**src/rtl/wb_sequencer.sv**
```systemverilog
// wb_sequencer: writeback stage selecting per-opcode results, sequencing register writes (incl. two-write SWAP), flags and TRAP halt
module wb_sequencer #(
  parameter int DW = 20,
  parameter int AW = 4,
  parameter int NOPS = 32
) (
  input  logic              clk,
  input  logic              rst,
  input  logic              in_valid,
  output logic              in_ready,
  input  logic [4:0]        opcode,
  input  logic [NOPS*DW-1:0] w_bus,
  input  logic [DW-1:0]     op_a,
  input  logic [DW-1:0]     op_b,
  input  logic [AW-1:0]     dest_a,
  input  logic [AW-1:0]     dest_b,
  input  logic [3:0]        path_carry,
  input  logic [2:0]        path_cmp,
  output logic              rf_we,
  output logic [AW-1:0]     rf_waddr,
  output logic [DW-1:0]     rf_wdata,
  output logic              flag_c,
  output logic              flag_z,
  output logic              flag_s,
  output logic              halted,
  output logic              illegal_op
);
  typedef enum logic [1:0] {IDLE, WB1, WB2, HALT} state_t;
  state_t state, next;
  logic accept, is_write, is_swap, is_trap, is_ill, carry_bit, swap_pend;
  logic [DW-1:0] w_sel, swap_data;
  logic [AW-1:0] swap_dest;
  assign in_ready = state == IDLE;
  assign halted = state == HALT;
  assign accept = in_valid && in_ready;
  assign w_sel = w_bus[DW*opcode +: DW];
  always_comb begin
    is_write = opcode inside {[5'd8:5'd15], [5'd17:5'd19], 5'd21};
    is_ill = opcode inside {[5'd3:5'd7], 5'd20, [5'd25:5'd31]};
    is_swap = opcode == 5'd16;
    is_trap = opcode == 5'd0;
    carry_bit = opcode == 5'd17 ? path_carry[0] :
                opcode == 5'd18 ? path_carry[1] :
                opcode == 5'd19 ? path_carry[2] :
                opcode == 5'd21 ? path_carry[3] : 1'b0;
  end
  always_ff @(posedge clk) state <= rst ? IDLE : next;
  always_comb begin
    next = state;
    next = state == IDLE ? (!accept ? IDLE : is_trap ? HALT : (is_write || is_swap) ? WB1 : IDLE) :
           state == WB1  ? (swap_pend ? WB2 : IDLE) :
           state == WB2  ? IDLE : HALT;
  end
  // write port is registered: the accept edge loads the first write so it appears during WB1
  always_ff @(posedge clk) begin
    if (rst) begin
      rf_we <= 1'b0;
      rf_waddr <= '0;
      rf_wdata <= '0;
      flag_c <= 1'b0;
      flag_z <= 1'b0;
      flag_s <= 1'b0;
      illegal_op <= 1'b0;
      swap_pend <= 1'b0;
      swap_data <= '0;
      swap_dest <= '0;
    end else begin
      rf_we <= 1'b0;
      illegal_op <= accept && is_ill;
      if (accept && is_write) begin
        rf_we <= 1'b1;
        rf_waddr <= dest_a;
        rf_wdata <= w_sel;
        flag_z <= w_sel == '0;
        flag_c <= carry_bit;
        flag_s <= w_sel[DW-1];
      end
      if (accept && is_swap) begin
        rf_we <= 1'b1;
        rf_waddr <= dest_a;
        rf_wdata <= op_b;
        swap_data <= op_a;
        swap_dest <= dest_b;
        swap_pend <= 1'b1;
      end
      if (accept && opcode == 5'd22) flag_z <= path_cmp[0];
      if (accept && opcode == 5'd23) flag_s <= path_cmp[1];
      if (accept && opcode == 5'd24) flag_s <= path_cmp[2];
      if (state == WB1 && swap_pend) begin
        rf_we <= 1'b1;
        rf_waddr <= swap_dest;
        rf_wdata <= swap_data;
        swap_pend <= 1'b0;
      end
    end
  end
endmodule

```
**config.mk**
```make
export PLATFORM = sky130hd
export DESIGN_NAME = wb_sequencer
export DESIGN_NICKNAME = d
export VERILOG_FILES = /design/src/rtl/wb_sequencer.sv
export SDC_FILE = /design/constraint.sdc
export NUM_CORES = 1
export LEC_CHECK = 0
export ABC_AREA = 1
export BUFFER_PORTS_ARGS = -buffer_cell sky130_fd_sc_hd__buf_2
export CAP_MARGIN = 20
export CORE_AREA = 2 2 284 286
export CTS_BUF_LIST = sky130_fd_sc_hd__clkbuf_8
export CTS_CLUSTER_DIAMETER = 60
export DETAILED_ROUTE_END_ITERATION = 8
export DIE_AREA = 0 0 286 288
export SYNTH_ARGS = -nofsm -noshare
export SYNTH_HDL_FRONTEND = slang
export SYNTH_SLANG_ARGS = --single-unit
```
**constraint.sdc**
```tcl
create_clock -name clk -period 2.21 [get_ports clk]
set_input_delay 0 -clock clk [delete_from_list [all_inputs] [get_ports clk]]
set_output_delay 0 -clock clk [all_outputs]
set_load 0.03 [all_outputs]
```
Yosys cells after proc, flatten, opt, wreduce, memory -nomap -nowiden
Index checks and enable logic that the tools add are counted.
{"block": "word_totals", "input_bits": 703, "out_inout_bits": 31, "register_bits": 56}
{"block": "op_classes", "muxes": 25, "n_mul": 1, "n_shift": 1, "n_lt_le_gt_ge": 8, "n_reduce_logical": 22, "eq_ne": 12}
{"cell": "variable part select 640 x 11 -> 20 bit", "count": 1}
{"cell": "2-to-1 mux 20 bit", "count": 3}
{"cell": "== test 5 bit, second input constant", "count": 9}
{"cell": "zero test 20 bit", "count": 1}
{"cell": "2-to-1 mux 1 bit", "count": 13}
{"cell": "logical AND 1 bit", "count": 12}
{"cell": "2-to-1 mux 2 bit", "count": 6}
{"cell": "2-to-1 mux 4 bit", "count": 3}
{"cell": "nonzero test 3 bit", "count": 4}
{"cell": "greater-or-equal comparator 5 bit, second input constant", "count": 2}
{"cell": "<= comparator 5 bit, second input constant", "count": 2}
{"cell": "multiplier 3 x 5 -> 8 bit, first input constant", "count": 1}
{"cell": "greater-or-equal comparator 5 x 2 -> 1 bit, second input constant", "count": 1}
{"cell": "greater-or-equal comparator 5 x 4 -> 1 bit, second input constant", "count": 1}
{"cell": "<= comparator 5 x 3 -> 1 bit, second input constant", "count": 1}
{"cell": "<= comparator 5 x 4 -> 1 bit, second input constant", "count": 1}
{"cell": "zero test 5 bit", "count": 1}
{"cell": "== test 2 bit, second input constant", "count": 2}
{"cell": "== test 2 x 1 -> 1 bit, second input constant", "count": 1}
{"cell": "zero test 2 bit", "count": 1}
{"cell": "nonzero test 2 bit", "count": 1}
{"cell": "OR reduction 2 bit", "count": 1}
{"cell": "logical OR 1 bit", "count": 1}

Depth between registers and ports, before layout
Gate-level depths: netlist (run 1).
{"block": "logic_depth", "depth_word": 8, "mapped_depth": 16}

Worst setup path before layout (run 1)
OpenSTA, ideal clock, no wires.
{"block": "synth_path", "kind": "register to register", "startpoint": "register state[0]", "endpoint": "register swap_data[10]", "stages_incl_launch_ff": 11, "path_slack_ns": 0.059, "arrival_time_ns": 2.087, "period_less_slack_ns": 2.151, "t_required_ns": 2.145, "cell_sequence": "dfxtp_1 inv_1 ha_1 nand2_1 nor2_1 inv_1 nor2_2 clkbuf_1 clkbuf_1 o21ai_0 nor2_1"}
{"block": "synth_between", "elab_chain_cells": 3}
{"element": "start, declared", "line": "29", "rtl": "state_t state, next;"}
{"element": "start signal, assigned", "line": "47", "rtl": "always_ff @(posedge clk) state <= rst ? IDLE : next;"}
{"element": "zero test 2 bit", "line": "33", "rtl": "assign in_ready = state == IDLE;"}
{"element": "via in_ready", "line": "10", "rtl": "output logic in_ready,"}
{"element": "logical AND 1 bit", "line": "35", "rtl": "assign accept = in_valid && in_ready;"}
{"element": "logical AND 1 bit", "line": "78", "rtl": "if (accept && is_swap) begin"}
{"element": "end signal, assigned", "line": "82", "rtl": "swap_data <= op_a;"}
{"element": "end, declared", "line": "31", "rtl": "logic [DW-1:0] w_sel, swap_data;"}
The timed path passes the listed nets, and every way through them passes these cells.
A chain may end at the register's enable or synchronous reset.

Worst setup path after layout (run 1)
{"block": "layout_path", "startpoint": "input opcode[0]", "endpoint": "register flag_z"}
{"block": "layout_between", "elab_chain_cells": 5}
{"element": "start, declared", "line": "11", "rtl": "input logic [4:0] opcode,"}
{"element": "multiplier 3 x 5 -> 8 bit, or another cell as far along", "line": "36", "rtl": "assign w_sel = w_bus[DW*opcode +: DW];"}
{"element": "variable part select 640 x 11 -> 20 bit / logical AND 1 bit (equally long branches)", "line": "36, 38"}
{"element": "zero test 20 bit / nonzero test 3 bit (equally long branches)", "line": "74, 38"}
{"element": "2-to-1 mux 1 bit / logical AND 1 bit (equally long branches)", "line": "70", "rtl": "if (accept && is_write) begin"}
{"element": "2-to-1 mux 1 bit / nonzero test 2 bit (equally long branches)"}
{"element": "end signal, assigned", "line": "86", "rtl": "if (accept && opcode == 5'd22) flag_z <= path_cmp[0];"}
{"element": "end, declared", "line": "23", "rtl": "output logic flag_z,"}
Parallel ways exist; a longest one is shown, timed or not. The select of a mux whose other input is x is not followed.

==> results of run 1 <==
[flip-flops by register name, indices dropped and copies added (netlist names), 2 cells and up]
| name | count |
|---|---|
| state | 2 |
| rf_waddr | 4 |
| rf_wdata | 20 |
| swap_dest | 4 |
| swap_data | 20 |
[metrics by stage]
step           instances   util  hold slack, ps  instance area [µm²]  setup slack, ps
2_1_floorplan       1896      -             135                 8600             58.9
3_5_place_dp        3734  0.186             230                14800             -332
6_report            3782  0.191            26.8                15200              144
4_1_cts             3772  0.191            3.04                15200             23.3
5_1_grt             3779  0.191            33.5                15200             4.97
3_3_place_gp        3734  0.186             225                14800             -347
[synth_stat cells (all sizes together)]
cell / instances
o21a: 1
buf: 39
o2111ai: 2
a31oi: 16
a21boi: 1
clkbuf: 87
nand3: 96
nand2: 1231
o22ai: 2
or4: 1
dfxtp: 56
a211oi: 1
nand4: 31
o211ai: 2
o21ai: 87
inv: 28
and2: 2
clkinv: 2
a311oi: 1
nor2: 152
a22oi: 8
ha: 3
a32oi: 1
a21oi: 46
[per-layer routing]
| metal | share of wire | global-route usage | vias to the layer above |
|---|---|---|---|
| li1 | - | - | 7561 |
| met1 | 0.43 | 0.232 | 7001 |
| met2 | 0.46 | 0.307 | 735 |
| met3 | 0.082 | 0.0454 | 125 |
| met4 | 0.017 | 0.0312 | 52 |
| met5 | 0.0040 | 0 | - |
[cell families after synthesis]
logic type                 Yosys count  synth area share
DFF                                 56             0.130
buffers and inverters              156            0.0725
adders and majority gates            3           0.00437
and+or+nand+nor                   1513             0.687
AOI/OAI and AO/OA                  168             0.106
[power by group]
group	switching (W)	internal, W
logic	0.00187	0.00131
registers	0.0000438	0.00109
clock network	0.000400	0.000229
[critical path, stage by stage]
cell and delay [ps]:
buf_6 130, inv_6 150, buf_12 210, buf_4 230, nand2_1 70, nand2_1 120
nand2_1 90, nand2_1 90, nand2_1 60, nand3_1 100, nor2_1 90, nor2_1 460
nor2_1 90, nand2_1 130, nor2_1 70, nand3_1 90, a21oi_1 70
[worst paths after layout]
path | slack [ps] | startpoint | endpoint | cells after the start
max | 140 | opcode[0] | flag_z | 17
min | 30 | op_b[18] | rf_wdata[18] | 3
min reg2reg | 470 | rf_wdata[16] | rf_wdata[16] | 2
max reg2reg | 170 | state[1] | rf_wdata[18] | 14
[timing repair]
action,in CTS,in global routing
hold endpoints to repair,29,0
resized for setup,0,3
hold buffers,30,0
endpoints found under the setup margin,0,3
[area by class of cell]
class                           instances  area [µm²]
Antenna cell                           10        25.0
Multi-Input combinational cell       1684        6900
Sequential cell                        56        1120
Clock inverter                          3        22.5
Clock buffer                            5        68.8
Inverter                               30         125
Tap cell                             1060        1330
Fill cell                            9434       64400
Timing Repair Buffer                  934        5640
==> metrics.txt, run 1 <==
die height 288 µm; commonest non-fill, non-tap cells in the layout 1230 x nand2_1, 731 x buf_2, 142 x nor2_1; Final Skew 9.96 ps; Slew Viols, Final 0; sequential area share after synthesis 0.130; core footprint 0.0796 mm²; drt pass-1 iters 5; final hold violation count 0; CP Capture Type flop; crit path kind input port to flop; Synth area leaders nand2_1 54%, dfxtp_1 13%, nor2_1 6.5%, nand3_1 5.6%, clkbuf_1 3.8%; Yosys top cell by area nand2_1; HPWL after detailed placement 68200 µm; Area growth syn-to-layout 77.1%; Unique masters post-synth 30; CP Max Fanout 20; vias in the first global route 15100; Pwr Density 324 mW/mm²; initial core utilization 0.108; Setup Buffers After CTS 0; first-pass GRT wire length 106000 µm; Total Power 0.00494 W; CTS tree built; PortBufs 733; max-cap violations 0; worst path required time 2430 ps; Slew @ Worst Pin 566 ps; row count 104; Total GRT Usage 0.180; clock buffer depth 2; RSZ-0062 raised after global routing no; Layout Nets 3417; die area 0.0824 mm²; clk slew on worst S/H paths 120 ps; outcome completed; Rel. slew slack 0.621; initial antenna violation count 42; vias per cell 4.09; net count after synthesis 2602; FMAX 484 MHz; Mapped Avg Cell Area 4.53 µm²; fin crit period 2070 ps; synth warn 0; commonest non-fill, non-tap cell in the layout nand2_1; share of layout cells above drive strength 1 0.343; Clock Root Buffer clkbuf_8; final setup vio count 0; Vias 15500; post-synth top area share 0.537; largest net degree at the start of global routing 51; worst skew pair latency 330 ps; drt drc 0; crit path DAT 2290 ps; gr ovfl total 0; Hold Crit Class input port to flop; synthesis-stage register bit count 56; Placer Congestion 0.967; clk sinks 56; Num CTS Buffers 5; DR iter-0 viols 1012; I/O Pins 734; Routed WL 78800 µm; Setup TNS 0 ps; worst ir drop on vdd 0.332 mV; antenna viol nets, final 0; average wire per cell in the routed design 20.8 µm; startpoint types input port; Die Wd 286 µm; H-tree Lvls 2; Cells after Synth 1896; fin crit share 0.935; total leakage power 8.56 nW; Cell Area, Synth 0.00860 mm²
Note: power is estimated with default switching activity, not from simulation.
==> run 2, diff against run 1 <==
==> config.mk (replaced) <==
export PLATFORM = sky130hd
export DESIGN_NAME = wb_sequencer
export DESIGN_NICKNAME = d
export VERILOG_FILES = /design/src/rtl/wb_sequencer.sv
export SDC_FILE = /design/constraint.sdc
export NUM_CORES = 1
export LEC_CHECK = 0
export ABC_AREA = 0
export BUFFER_PORTS_ARGS = -buffer_cell sky130_fd_sc_hd__buf_2
export CAP_MARGIN = 20
export CORE_AREA = 2 2 283 285
export CTS_BUF_LIST = sky130_fd_sc_hd__clkbuf_8
export CTS_CLUSTER_DIAMETER = 60
export DETAILED_ROUTE_END_ITERATION = 8
export DIE_AREA = 0 0 285 287
export SYNTH_ARGS = -nofsm -noshare
export SYNTH_HDL_FRONTEND = slang
export SYNTH_SLANG_ARGS = --single-unit
==> constraint.sdc (replaced) <==
create_clock -name clk -period 2.2 [get_ports clk]
set_input_delay 0 -clock clk [delete_from_list [all_inputs] [get_ports clk]]
set_output_delay 0 -clock clk [all_outputs]
set_load 0.03 [all_outputs]
==> run 2 against run 1 <==
Compared with the run above:
- area after synthesis decreased by 11%
- hold slack improved by 49 ps
- first-iteration DRC count decreased by 39%
- cell count decreased by 27%
- total power decreased by 2.4%
- flip-flop and latch count unchanged
- register-to-register slack got worse by 30 ps
- synthesized cell count decreased by 59%
- global-route usage decreased by 0.30 points
==> metrics.txt, run 2 <==
outcome completed; core footprint 0.0786 mm²; sequential area share after synthesis 0.147; commonest non-fill, non-tap cell in the layout buf_2; antenna viol nets, final 0; crit path kind input port to flop; clk slew on worst S/H paths 120 ps; RSZ-0062 raised after global routing no; most numerous cell in the Yosys netlist mux4_2; H-tree Lvls 2; Clock Root Buffer clkbuf_8; Die Wd 285 µm; Top Registers rf_wdata: 20 flops, swap_data: 20 flops; worst r2r dst rf_wdata[8]; CTS tree built; Synth area leaders mux4_2 36%, dfxtp_1 15%, mux2i_1 11%, nand2_1 5.4%, a21oi_1 3.9%; depth of the worst register-to-register path 8; final hold violation count 0; crit path DAT 2290 ps; reg2reg start state[0]; initial core utilization 0.0968; net count after synthesis 1479; max-cap violations 0; Area growth syn-to-layout 94.5%; worst path required time 2410 ps; Cells after Synth 773; initial antenna violation count 73; Cell Area, Synth 0.00761 mm²; worst ir drop on vdd 0.251 mV; R2R setup slack 140 ps; startpoint types input port; Async SR Flop Fraction 0; Crit. Startpoint opcode[0]; clock buffer depth 2; largest net degree at the start of global routing 30; fin cells 2745; Layout Nets 2374; worst skew pair latency 310 ps; gr ovfl total 0; die height 287 µm; Total Power 0.00482 W; Slew @ Worst Pin 683 ps; Yosys top cell by area mux4_2; Placer Congestion 0.978; I/O Pins 734; average wire per cell in the routed design 27.8 µm; Synth Flop Type dfxtp_1; Placed Cells 2660; synth warn 0; row count 103; die area 0.0818 mm²; Mapped Avg Cell Area 9.84 µm²; Final Skew 11.3 ps; Post-synth top cells 122 x mux4_2, 109 x nand2_1, 85 x mux2i_1; final setup vio count 0; share of layout cells above drive strength 1 0.662; fin crit period 2080 ps; Unique masters post-synth 45; synthesis-stage register bit count 56; CP Capture Type flop; PortBufs 733; Rel. slew slack 0.545; DR iter-0 viols 613; drt drc 0; CP Max Fanout 11; crit path to rf_wdata[16]; fin crit share 0.943; total leakage power 6.79 nW; Num CTS Buffers 5; FMAX 482 MHz; post-synth top area share 0.361; HPWL after detailed placement 69200 µm; Hold Crit Class input port to flop; Total GRT Usage 0.177; Routed WL 76400 µm; Pwr Density 326 mW/mm²; commonest non-fill, non-tap cells in the layout 730 x buf_2, 167 x buf_4, 122 x mux4_2; Slew Viols, Final 0; first-pass GRT wire length 98400 µm; drt pass-1 iters 6; clk sinks 56; vias in the first global route 11600; vias per cell 4.13; Vias 11300; Post-synth EDFFs 0
-- run 2: changes by cell type after synthesis, moves of 21 or more --
cell	before	now
nand2_1	1230	109
mux4_2	0	122
nor2_1	149	50
nand3_1	96	7
mux2i_1	0	85
clkbuf_1	87	40
o21ai_0	65	23
nand4_1	31	4
o221ai_1	0	21
-- run 2: logic make-up (layout without fill, tap and decap cells) --
kind of cell / Yosys count / count (layout) / share of synthesized area
mux: 218 / 218 / 0.489
compound gates: 205 / 205 / 0.186
simple gates: 202 / 202 / 0.112
buf+inv: 89 / 985 / 0.0603
flops: 56 / 56 / 0.147
fa+ha+maj: 3 / 3 / 0.00493
other cells: 0 / 26 / 0
-- run 2: how the worst min path moves through the flow --
| stage | from | end | cells past startpoint |
|---|---|---|---|
| 2_1_floorplan | op_a[17] | swap_data[17] | 2 |
| 3_3_place_gp | path_cmp[2] | flag_s | 3 |
| 3_5_place_dp | dest_b[0] | swap_dest[0] | 3 |
| 4_1_cts | op_b[16] | rf_wdata[16] | 5 |
| 5_1_grt | op_b[4] | rf_wdata[4] | 5 |
| 6_report | op_b[16] | rf_wdata[16] | 5 |
-- run 2: layer usage --
metal	global-route usage	routed length [µm]	vias to the layer above
met5	0	293	-
met3	0.0544	7190	146
met2	0.299	35000	701
met1	0.224	32000	5475
met4	0.0336	1930	44
li1	-	-	4960
-- run 2: final cells by class --
class	instances	area, µm²
antenna	26	65.1
sequential	56	1120
multi-input combinational	628	6170
tap	1050	1310
clock inverter	3	21.3
timing repair buffer	969	6020
clock buffer	5	68.8
fill	8882	63800
inverter	8	30.0
-- run 2: metrics by stage --
step / utilization / instance area (µm²) / hold WS (ps) / setup WS, ps / setup TNS [ps]
2_1_floorplan: - / 7610 / 136 / 2.18 / 0
3_3_place_gp: 0.178 / 14000 / 248 / -420 / -4750
3_5_place_dp: 0.178 / 14000 / 251 / -471 / -5060
4_1_cts: 0.184 / 14500 / 68.1 / 4.05 / 0
5_1_grt: 0.188 / 14800 / 94.3 / 2.54 / 0
6_report: 0.188 / 14800 / 75.6 / 125 / 0
-- run 2: repair_timing --
action	in CTS	in global routing
hold buffers	30	0
resized for setup	6	22
setup buffers	0	20
gates cloned	0	1
setup endpoints to repair	5	17
hold endpoints to repair	30	0
pin swaps	0	8
-- run 2: critical path, cell delays in order --
cell and delay, ps:
buf_8 150, buf_6 140, buf_12 150, buf_4 170, mux4_2 510, a211o_4 380, o22ai_2 190, buf_4 140
o21ai_1 50, a222oi_1 300, nor2_1 70
-- run 2: report_power, final --
part           switching [W]  internal (W)
combinational        0.00152       0.00160
clock               0.000369      0.000228
sequential         0.0000344       0.00108
==> run 3, diff against run 2 <==
==> constraint.sdc (replaced) <==
create_clock -name clk -period 1.8 [get_ports clk]
set_input_delay 0 -clock clk [delete_from_list [all_inputs] [get_ports clk]]
set_output_delay 0 -clock clk [all_outputs]
set_load 0.03 [all_outputs]
==> run 3 against run 2 <==
Compared with the run above:
- clock power increased by 52%
- flip-flop and latch count unchanged
- global-route usage about the same
- first-iteration DRC count increased by 30%
- the run now ends with setup timing left
- non-clock buffer count increased by 46
- clock-buffer cell count unchanged
- core utilization increased by 1.7 points
- critical path type unchanged
- sequential share of layout area decreased by 0.60 points
- cell area increased by 8.8%
- clock skew about the same
- die area unchanged
==> metrics.txt, run 3 (same netlist as run 2, synthesis figures left out) <==
initial core utilization 0.0968; most common cell type on the critical path buf_4; initial antenna violation count 65; Top Registers rf_wdata: 20 flops, swap_data: 20 flops; max-cap violations 0; commonest non-fill, non-tap cells in the layout 729 x buf_2, 168 x buf_4, 122 x mux4_2; Hold Crit Class input port to flop; fin crit period 1940 ps; worst path required time 2070 ps; Area growth syn-to-layout 112%; clock buffer depth 2; met1 WL 31000 µm; average wire per cell in the routed design 27.5 µm; Total GRT Usage 0.178; commonest non-fill, non-tap cell in the layout buf_2; H-tree Lvls 2; Vias 11600; Slew Viols, Final 0; die area 0.0818 mm²; die height 287 µm; top sig layer met5; vias per cell 4.15; I/O Pins 734; antenna viol nets, final 0; Pwr Density 408 mW/mm²; fin cells 2793; Routed WL 76900 µm; Slew @ Worst Pin 652 ps; metal2 WL 35500 µm; Fin Hold WS 50.9 ps; drt pass-1 iters 8; RSZ-0062 raised after global routing yes; Final Skew 11.4 ps; core footprint 0.0786 mm²; HPWL after detailed placement 65800 µm; vias in the first global route 11800; CP max-delay cell a211o_1; Rel. slew slack 0.565; final setup vio count 22; row count 103; startpoint types input port; Num CTS Buffers 5; Max stage delay on crit path 410 ps; largest net degree at the start of global routing 34; clk slew on worst S/H paths 110 ps; fin crit share 1.08; Final Util 0.205; CTS tree built; CP Max Fanout 11; crit path DAT 2210 ps; Layout Nets 2420; Placed Cells 2672; Final WS setup -142 ps; worst skew pair latency 330 ps; clk sinks 56; failing checks setup timing; PortBufs 733; CP Capture Type flop; Die Wd 285 µm; Placer Congestion 0.950; final hold violation count 0; met3 wire len 7790 µm; drt drc 0; CP Cell Sequence buf_4, buf_12, nand3b_1, buf_12, buf_4, o221ai_1, a211o_1, o21ai_2, buf_6, nand4_1, nor4_4, buf_4, o2bb2ai_1; FMAX 515 MHz; outcome complete, but fails checks; worst ir drop on vdd 0.391 mV; share of layout cells above drive strength 1 0.725; Clock Root Buffer clkbuf_8; gr ovfl total 0; DR iter-0 viols 796; first-pass GRT wire length 98400 µm; crit path kind input port to flop; total leakage power 7.26 nW
## run 3: worst max-delay path, delay by kind of cell
kind / cells / cell delay, ps
buf+inv: 6 / 870
simple gates: 3 / 470
compound gates: 4 / 850
## run 3: metal layers
metal  vias to the layer above  global-route usage
li1                       5072                   -
met1                      5570               0.223
met2                       758               0.298
met3                       150              0.0498
met4                        46              0.0473
met5                         -                   0
## run 3: worst paths after layout
kind	slack (ps)	end	from	depth (start not counted)
worst max-delay path	-140	flag_z	opcode[2]	13
worst min-delay path	50	rf_wdata[4]	op_b[4]	5
worst max register to register	-130	rf_wdata[13]	state[1]	11
worst min register to register	470	swap_data[12]	swap_data[12]	2
## run 3: timing repair
action                                  CTS  global route
pin swaps                                38            37
hold endpoints to repair                 30             0
resized for setup                       161            85
hold buffers                             30             0
setup buffers                            34            13
cloned                                    9             2
endpoints found under the setup margin   26            33
## run 3: per-stage QoR
| step | worst slack [ps] | power, W | instance area (µm²) | TNS [ps] |
|---|---|---|---|---|
| 2_1_floorplan | -70.1 | 0.00300 | 7820 | -351 |
| 3_3_place_gp | -1040 | 0.00506 | 13900 | -19590 |
| 3_5_place_dp | -1020 | 0.00508 | 13900 | -19330 |
| 4_1_cts | -113 | 0.00645 | 15600 | -920 |
| 5_1_grt | -206 | 0.00689 | 16100 | -3250 |
| 6_report | -142 | 0.00656 | 16100 | -1140 |
## run 3: cell type report
class	count	area [µm²]
clock inverter	3	46.3
sequential	56	1120
fill	8722	62500
antenna	28	70.1
clock buffer	5	68.8
multi-input combinational	628	6730
timing repair buffer	1015	6720
inverter	8	33.8
tap	1050	1310
## run 3: power by group
| part | switching, W | leakage [nW] | internal [W] |
|---|---|---|---|
| Clock | 0.000480 | 0.0602 | 0.000423 |
| Combinational | 0.00206 | 6.75 | 0.00222 |
| Sequential | 0.0000553 | 0.455 | 0.00132 |
| Total | 0.00260 | 7.26 | 0.00397 |
